$ cat src/rtl/instr_fetch.sv
// Instruction-fetch stage: owns the PC, reads a combinational instruction memory and
// fills the IF/ID register, with stall, redirect, EBREAK halt and misaligned-target trap.
module instr_fetch #(
  parameter int ADDR_WIDTH = 32,
  parameter int DATA_WIDTH = 32,
  parameter logic [ADDR_WIDTH-1:0] RESET_PC = '0
) (
  input  logic                  clk,
  input  logic                  rst_n,
  output logic [ADDR_WIDTH-1:0] imem_addr,
  input  logic [DATA_WIDTH-1:0] imem_dout,
  input  logic                  stall,
  input  logic                  redirect_valid,
  input  logic [ADDR_WIDTH-1:0] redirect_pc,
  output logic                  if_id_valid,
  output logic [ADDR_WIDTH-1:0] if_id_pc,
  output logic [ADDR_WIDTH-1:0] if_id_pc_plus4,
  output logic [DATA_WIDTH-1:0] if_id_instr,
  output logic                  halted,
  output logic                  fetch_err,
  output logic [31:0]           fetch_count
);

  localparam logic [DATA_WIDTH-1:0] NOP    = DATA_WIDTH'(32'h0000_0013);
  localparam logic [DATA_WIDTH-1:0] EBREAK = DATA_WIDTH'(32'h0010_0073);
  localparam logic [ADDR_WIDTH-1:0] FOUR   = ADDR_WIDTH'(4);

  typedef enum logic [1:0] {
    RUN  = 2'd0,
    HALT = 2'd1,
    TRAP = 2'd2
  } state_t;

  state_t                  state_q, state_d;
  logic [ADDR_WIDTH-1:0]   pc_q, pc_d;
  logic                    vld_q, vld_d;
  logic [ADDR_WIDTH-1:0]   id_pc_q, id_pc_d;
  logic [ADDR_WIDTH-1:0]   id_pc4_q, id_pc4_d;
  logic [DATA_WIDTH-1:0]   instr_q, instr_d;
  logic [31:0]             count_q, count_d;
  logic                    redirect_aligned;

  function automatic logic [31:0] sat_inc(input logic [31:0] v);
    return (v == 32'hFFFF_FFFF) ? v : v + 32'd1;
  endfunction

  assign redirect_aligned = (redirect_pc[1:0] == 2'b00);

  always_comb begin
    state_d  = state_q;
    pc_d     = pc_q;
    vld_d    = vld_q;
    id_pc_d  = id_pc_q;
    id_pc4_d = id_pc4_q;
    instr_d  = instr_q;
    count_d  = count_q;
    unique case (state_q)
      RUN: begin
        if (redirect_valid) begin
          vld_d   = 1'b0;
          instr_d = NOP;
          if (redirect_aligned) pc_d = redirect_pc;
          else                  state_d = TRAP;
        end else if (!stall) begin
          id_pc_d  = pc_q;
          id_pc4_d = pc_q + FOUR;
          instr_d  = imem_dout;
          vld_d    = 1'b1;
          count_d  = sat_inc(count_q);
          // EBREAK is delivered but the PC parks on it until a redirect arrives.
          if (imem_dout == EBREAK) state_d = HALT;
          else                     pc_d = pc_q + FOUR;
        end
      end
      HALT: begin
        vld_d   = 1'b0;
        instr_d = NOP;
        if (redirect_valid) begin
          if (redirect_aligned) begin
            state_d = RUN;
            pc_d    = redirect_pc;
          end else begin
            state_d = TRAP;
          end
        end
      end
      default: begin
        vld_d   = 1'b0;
        instr_d = NOP;
      end
    endcase
  end

  always_ff @(posedge clk or negedge rst_n) begin
    if (!rst_n) begin
      state_q  <= RUN;
      pc_q     <= RESET_PC;
      vld_q    <= 1'b0;
      id_pc_q  <= '0;
      id_pc4_q <= '0;
      instr_q  <= NOP;
      count_q  <= '0;
    end else begin
      state_q  <= state_d;
      pc_q     <= pc_d;
      vld_q    <= vld_d;
      id_pc_q  <= id_pc_d;
      id_pc4_q <= id_pc4_d;
      instr_q  <= instr_d;
      count_q  <= count_d;
    end
  end

  assign imem_addr      = pc_q;
  assign if_id_valid    = vld_q;
  assign if_id_pc       = id_pc_q;
  assign if_id_pc_plus4 = id_pc4_q;
  assign if_id_instr    = instr_q;
  assign halted         = (state_q == HALT);
  assign fetch_err      = (state_q == TRAP);
  assign fetch_count    = count_q;

endmodule
$ cat config.mk
export PLATFORM = sky130hd
export DESIGN_NAME = instr_fetch
export DESIGN_NICKNAME = d
export VERILOG_FILES = /design/src/rtl/instr_fetch.sv
export SDC_FILE = /design/constraint.sdc
export NUM_CORES = 1
export LEC_CHECK = 0
export ABC_AREA = 1
export CORE_MARGIN = 2
export CORE_UTILIZATION = 50
export CTS_BUF_LIST = sky130_fd_sc_hd__clkbuf_8
export DETAILED_ROUTE_END_ITERATION = 10
export GPL_TIMING_DRIVEN = 0
export PLACE_DENSITY = 0.82
export SKIP_LAST_GASP = 1
export SYNTH_ARGS = -nofsm -noshare
export SYNTH_HDL_FRONTEND = slang
export SYNTH_SLANG_ARGS = --single-unit
$ cat constraint.sdc
create_clock -name clk -period 2.3 [get_ports clk]
set_clock_uncertainty 0.1 [all_clocks]
set_input_delay 0.23 -clock clk [delete_from_list [all_inputs] [get_ports clk]]
set_output_delay 0.23 -clock clk [all_outputs]
set_load 0.02 [all_outputs]
==> results.txt <==
Fraction of final layout cells with drive strength greater than 1: 7.402%
Critical path's largest stage delay: 510 ps
Required time of the critical path: 2570 ps
Sequential area share after synthesis: 47.54%
Outcome: finished, final reports clean
Layout filler cell count: 1429
Number of library cell types mapped by synthesis: 37
Crit-path max FO: 7
Routed wire length: 27.70 mm
Count of standard-cell rows: 47
Clock transition at the registers of the reported paths: 90 ps
Wire length of the first global-routing pass: 43.90 mm
Leakage dissipation: 5.158 nW
Mean routed wirelength per cell: 17.33 um
Setup WS pre-CTS: -170.8 ps
Vias in the first global route: 8532
Least setup slack across all paths after layout: 130.1 ps
Maximum number of pins on one net before global-route repair: 86
Worst Max-Slew Pin Slew: 777.8 ps
Root cell of the clock tree: sky130_fd_sc_hd__clkbuf_8
Relative area change from synthesis to final layout: 35.60%
Number of buffers added by the clock tree synthesis step: 17
Buffers on Ports: 230
Max-cap violations: 0
Placed cell count: 1565
Number of cells produced by synthesis: 1114
Drc violations: 0
Global placement routability congestion: 0.9731
Start-to-end type of the worst setup path: register to register
Total of flip-flops plus latches after synthesis: 161
Post-layout minimum cycle time: 2170 ps
Crit share post-route: 94.34%
Number of nets produced by synthesis: 1184
Multi-input combinational cell area: 0.003948 mm^2
Cell Count, Final, Fillers Out: 1598
Highest Clock Rate: 0.4609 GHz
Setup fix buffers added after clock tree synthesis: 0
Worst-Skew Late Latency: 480 ps
Total Nets Final: 1435
Final slew viol count: 0
Post-detailed-route count of antenna-violating nets: 0
Hold WC Path Type: input port to asynchronous set/reset pin
Deepest clock path buffer count: 2
Yosys Warn Count: 0
CTS tree: done
# H-tree levels: 4
Clock net sink count: 161
Initial antenna violation count: 0
Post-placement cell area: 0.01109 mm^2
GRT Overall Usage: 31.18%
Max rail drop VDD: 0.0003593 V
Slowest cell on crit path: sky130_fd_sc_hd__dfrtp_2
Core Box Area: 0.01658 mm^2
Unrepaired setup endpoints after global routing: false
Antenna fix cells: 0
Area of the mapped netlist: 0.008483 mm^2
Ordered list of cells on the worst path: ha_2 > nand3_2 > inv_1 > nand2_1 > inv_1 > nand2_1 > nand2_1 > nand3_1 > nand3_1 > nand2_1
Die Outline Area: 0.01802 mm^2
Most frequent CP cell: sky130_fd_sc_hd__nand2_1
Sequential cell area: 0.004034 mm^2
Starting density of the core: 51.15%
CP Capture Type: register
Crit path DAT: 2440 ps
Ports placed on the boundary: 231
Cell Pwr Density: 485.1 mW/mm^2
Count of final setup violators: 0
Worst slew margin relative to its limit: 48.15%
Post-Synthesis Mean Instance Area: 7.615 um^2
Post-route cell area: 0.01150 mm^2
TritonRoute pass-1 iters: 6
Die Y: 134.3 um
Fin. Hold Viols: 0
HPWL after detailed placement: 20.89 mm
Detailed-route vias per instance: 5.540
Die W: 134.3 um
Sum of overflow across all layers after global routing: 0
DRT iter0 DRCs: 872
Total vias in the final route: 8853
Type of element launching the critical path: register
[report_power, final]
group	total (mW)	internal, mW	switching [mW]	leakage (nW)
Clock	2.06	0.884	1.17	0.181
Combinational	0.593	0.252	0.342	2.82
Sequential	2.93	2.86	0.0668	2.16
[final cells by class]
| cell class | instances | share of cell area, % |
|---|---|---|
| buffer | 45 | 2.110 |
| clock buffer | 17 | 2.034 |
| clock inverter | 15 | 1.305 |
| inverter | 72 | 2.393 |
| multi-input combinational | 836 | 34.32 |
| sequential | 161 | 35.07 |
| tap | 220 | 2.393 |
| timing repair buffer | 232 | 20.38 |
[cells by family after synthesis]
family | Yosys count | share of synthesized area (%)
buffers and inverters | 117 | 6.106
XOR/XNOR | 22 | 2.271
adder cells (fa/ha/maj) | 2 | 0.2949
flip-flops | 161 | 47.54
AND/OR/NAND/NOR | 653 | 32.40
AO/OA/AOI/OAI | 159 | 11.39
[critical path: cells and delay by family (launching register included)]
family / cells / cell delay (ps)
adders and majority gates: 1 / 340
buffers and inverters: 2 / 400
DFF: 1 / 510
and+or+nand+nor: 7 / 720
[timing repair]
item | 4_1_cts | 5_1_grt
gates resized for setup | 3 | 2
gates cloned | 0 | 0
hold buffers | 1 | 0
endpoints found under the setup margin | 3 | 22
hold endpoints to repair | 76 | 0
[placed cells by master (no fill, tap or decap), drive strengths merged]
cell type	n
nand2	423
clkdlybuf4s50	229
dfrtp	158
nor2	136
o21ai	86
inv	78
nand3	64
clkbuf	35
buf	29
a22o	22
a31oi	21
o211ai	19
xor2	14
nand4	11
nand3b	9
nor3	9
xnor2	8
a21oi	7
clkinvlp	5
o22a	3
dfstp	3
clkinv	3
ha	2
a211oi	1
nor3b	1
bufinv	1
dlygate4sd3	1
[path summary, 6_finish.rpt]
path	slack (ps)	endpoint	depth (start not counted)	start
max	130	imem_addr[26]	10	imem_addr[2]
min	230	if_id_instr[16]	2	rst_n
max reg2reg	130	imem_addr[26]	10	imem_addr[2]
min reg2reg	390	if_id_instr[26]	2	if_id_instr[26]
max in group asynchronous	1050	imem_addr[2]	3	rst_n
min in group clk	250	if_id_instr[26]	3	imem_dout[26]
[metrics by stage]
step                util (%)  setup TNS (ps)  hold WS (ps)  power (mW)
floorplan                  -               0        -165.6       3.209
global placement       66.70         -901870         353.7       3.551
global route           69.37               0         242.2       5.780
detailed placement     66.89           -2949         147.5       3.564
finish                 69.37               0         226.6       5.580
CTS                    69.32               0         235.2       5.603
[Yosys cell counts (all sizes together)]
| cell type | number | area share (%) |
|---|---|---|
| o22a | 3 | 0.31 |
| xor2 | 14 | 1.4 |
| nor3b | 1 | 0.15 |
| clkbuf | 18 | 0.80 |
| o21ai | 86 | 5.1 |
| inv | 72 | 3.2 |
| a22o | 22 | 2.3 |
| buf | 27 | 2.1 |
| a21oi | 7 | 0.41 |
| ha | 2 | 0.29 |
| dfstp | 3 | 0.93 |
| nand4 | 11 | 0.81 |
| nand3 | 64 | 3.9 |
| a31oi | 21 | 1.5 |
| a211oi | 1 | 0.089 |
| dfrtp | 158 | 47 |
| xnor2 | 8 | 0.83 |
| o211ai | 19 | 1.7 |
| nand3b | 9 | 0.80 |
| nand2 | 423 | 20 |
| nor3 | 9 | 0.66 |
| nor2 | 136 | 6.4 |
[state kept, by name, indices dropped and copies added (netlist names)]
name,count
state_q,2
if_id_instr,32
imem_addr,32
fetch_count,32
if_id_pc_plus4,30
if_id_pc,32
if_id_valid,1
[layer usage]
metal | share of wire (%) | track usage [%]
met2 | 47 | 50.09
met5 | 0 | 0
met3 | 9.2 | 6.576
met1 | 41 | 40.55
met4 | 3.7 | 14.56
No activity file was read; power rests on OpenSTA's default activity.
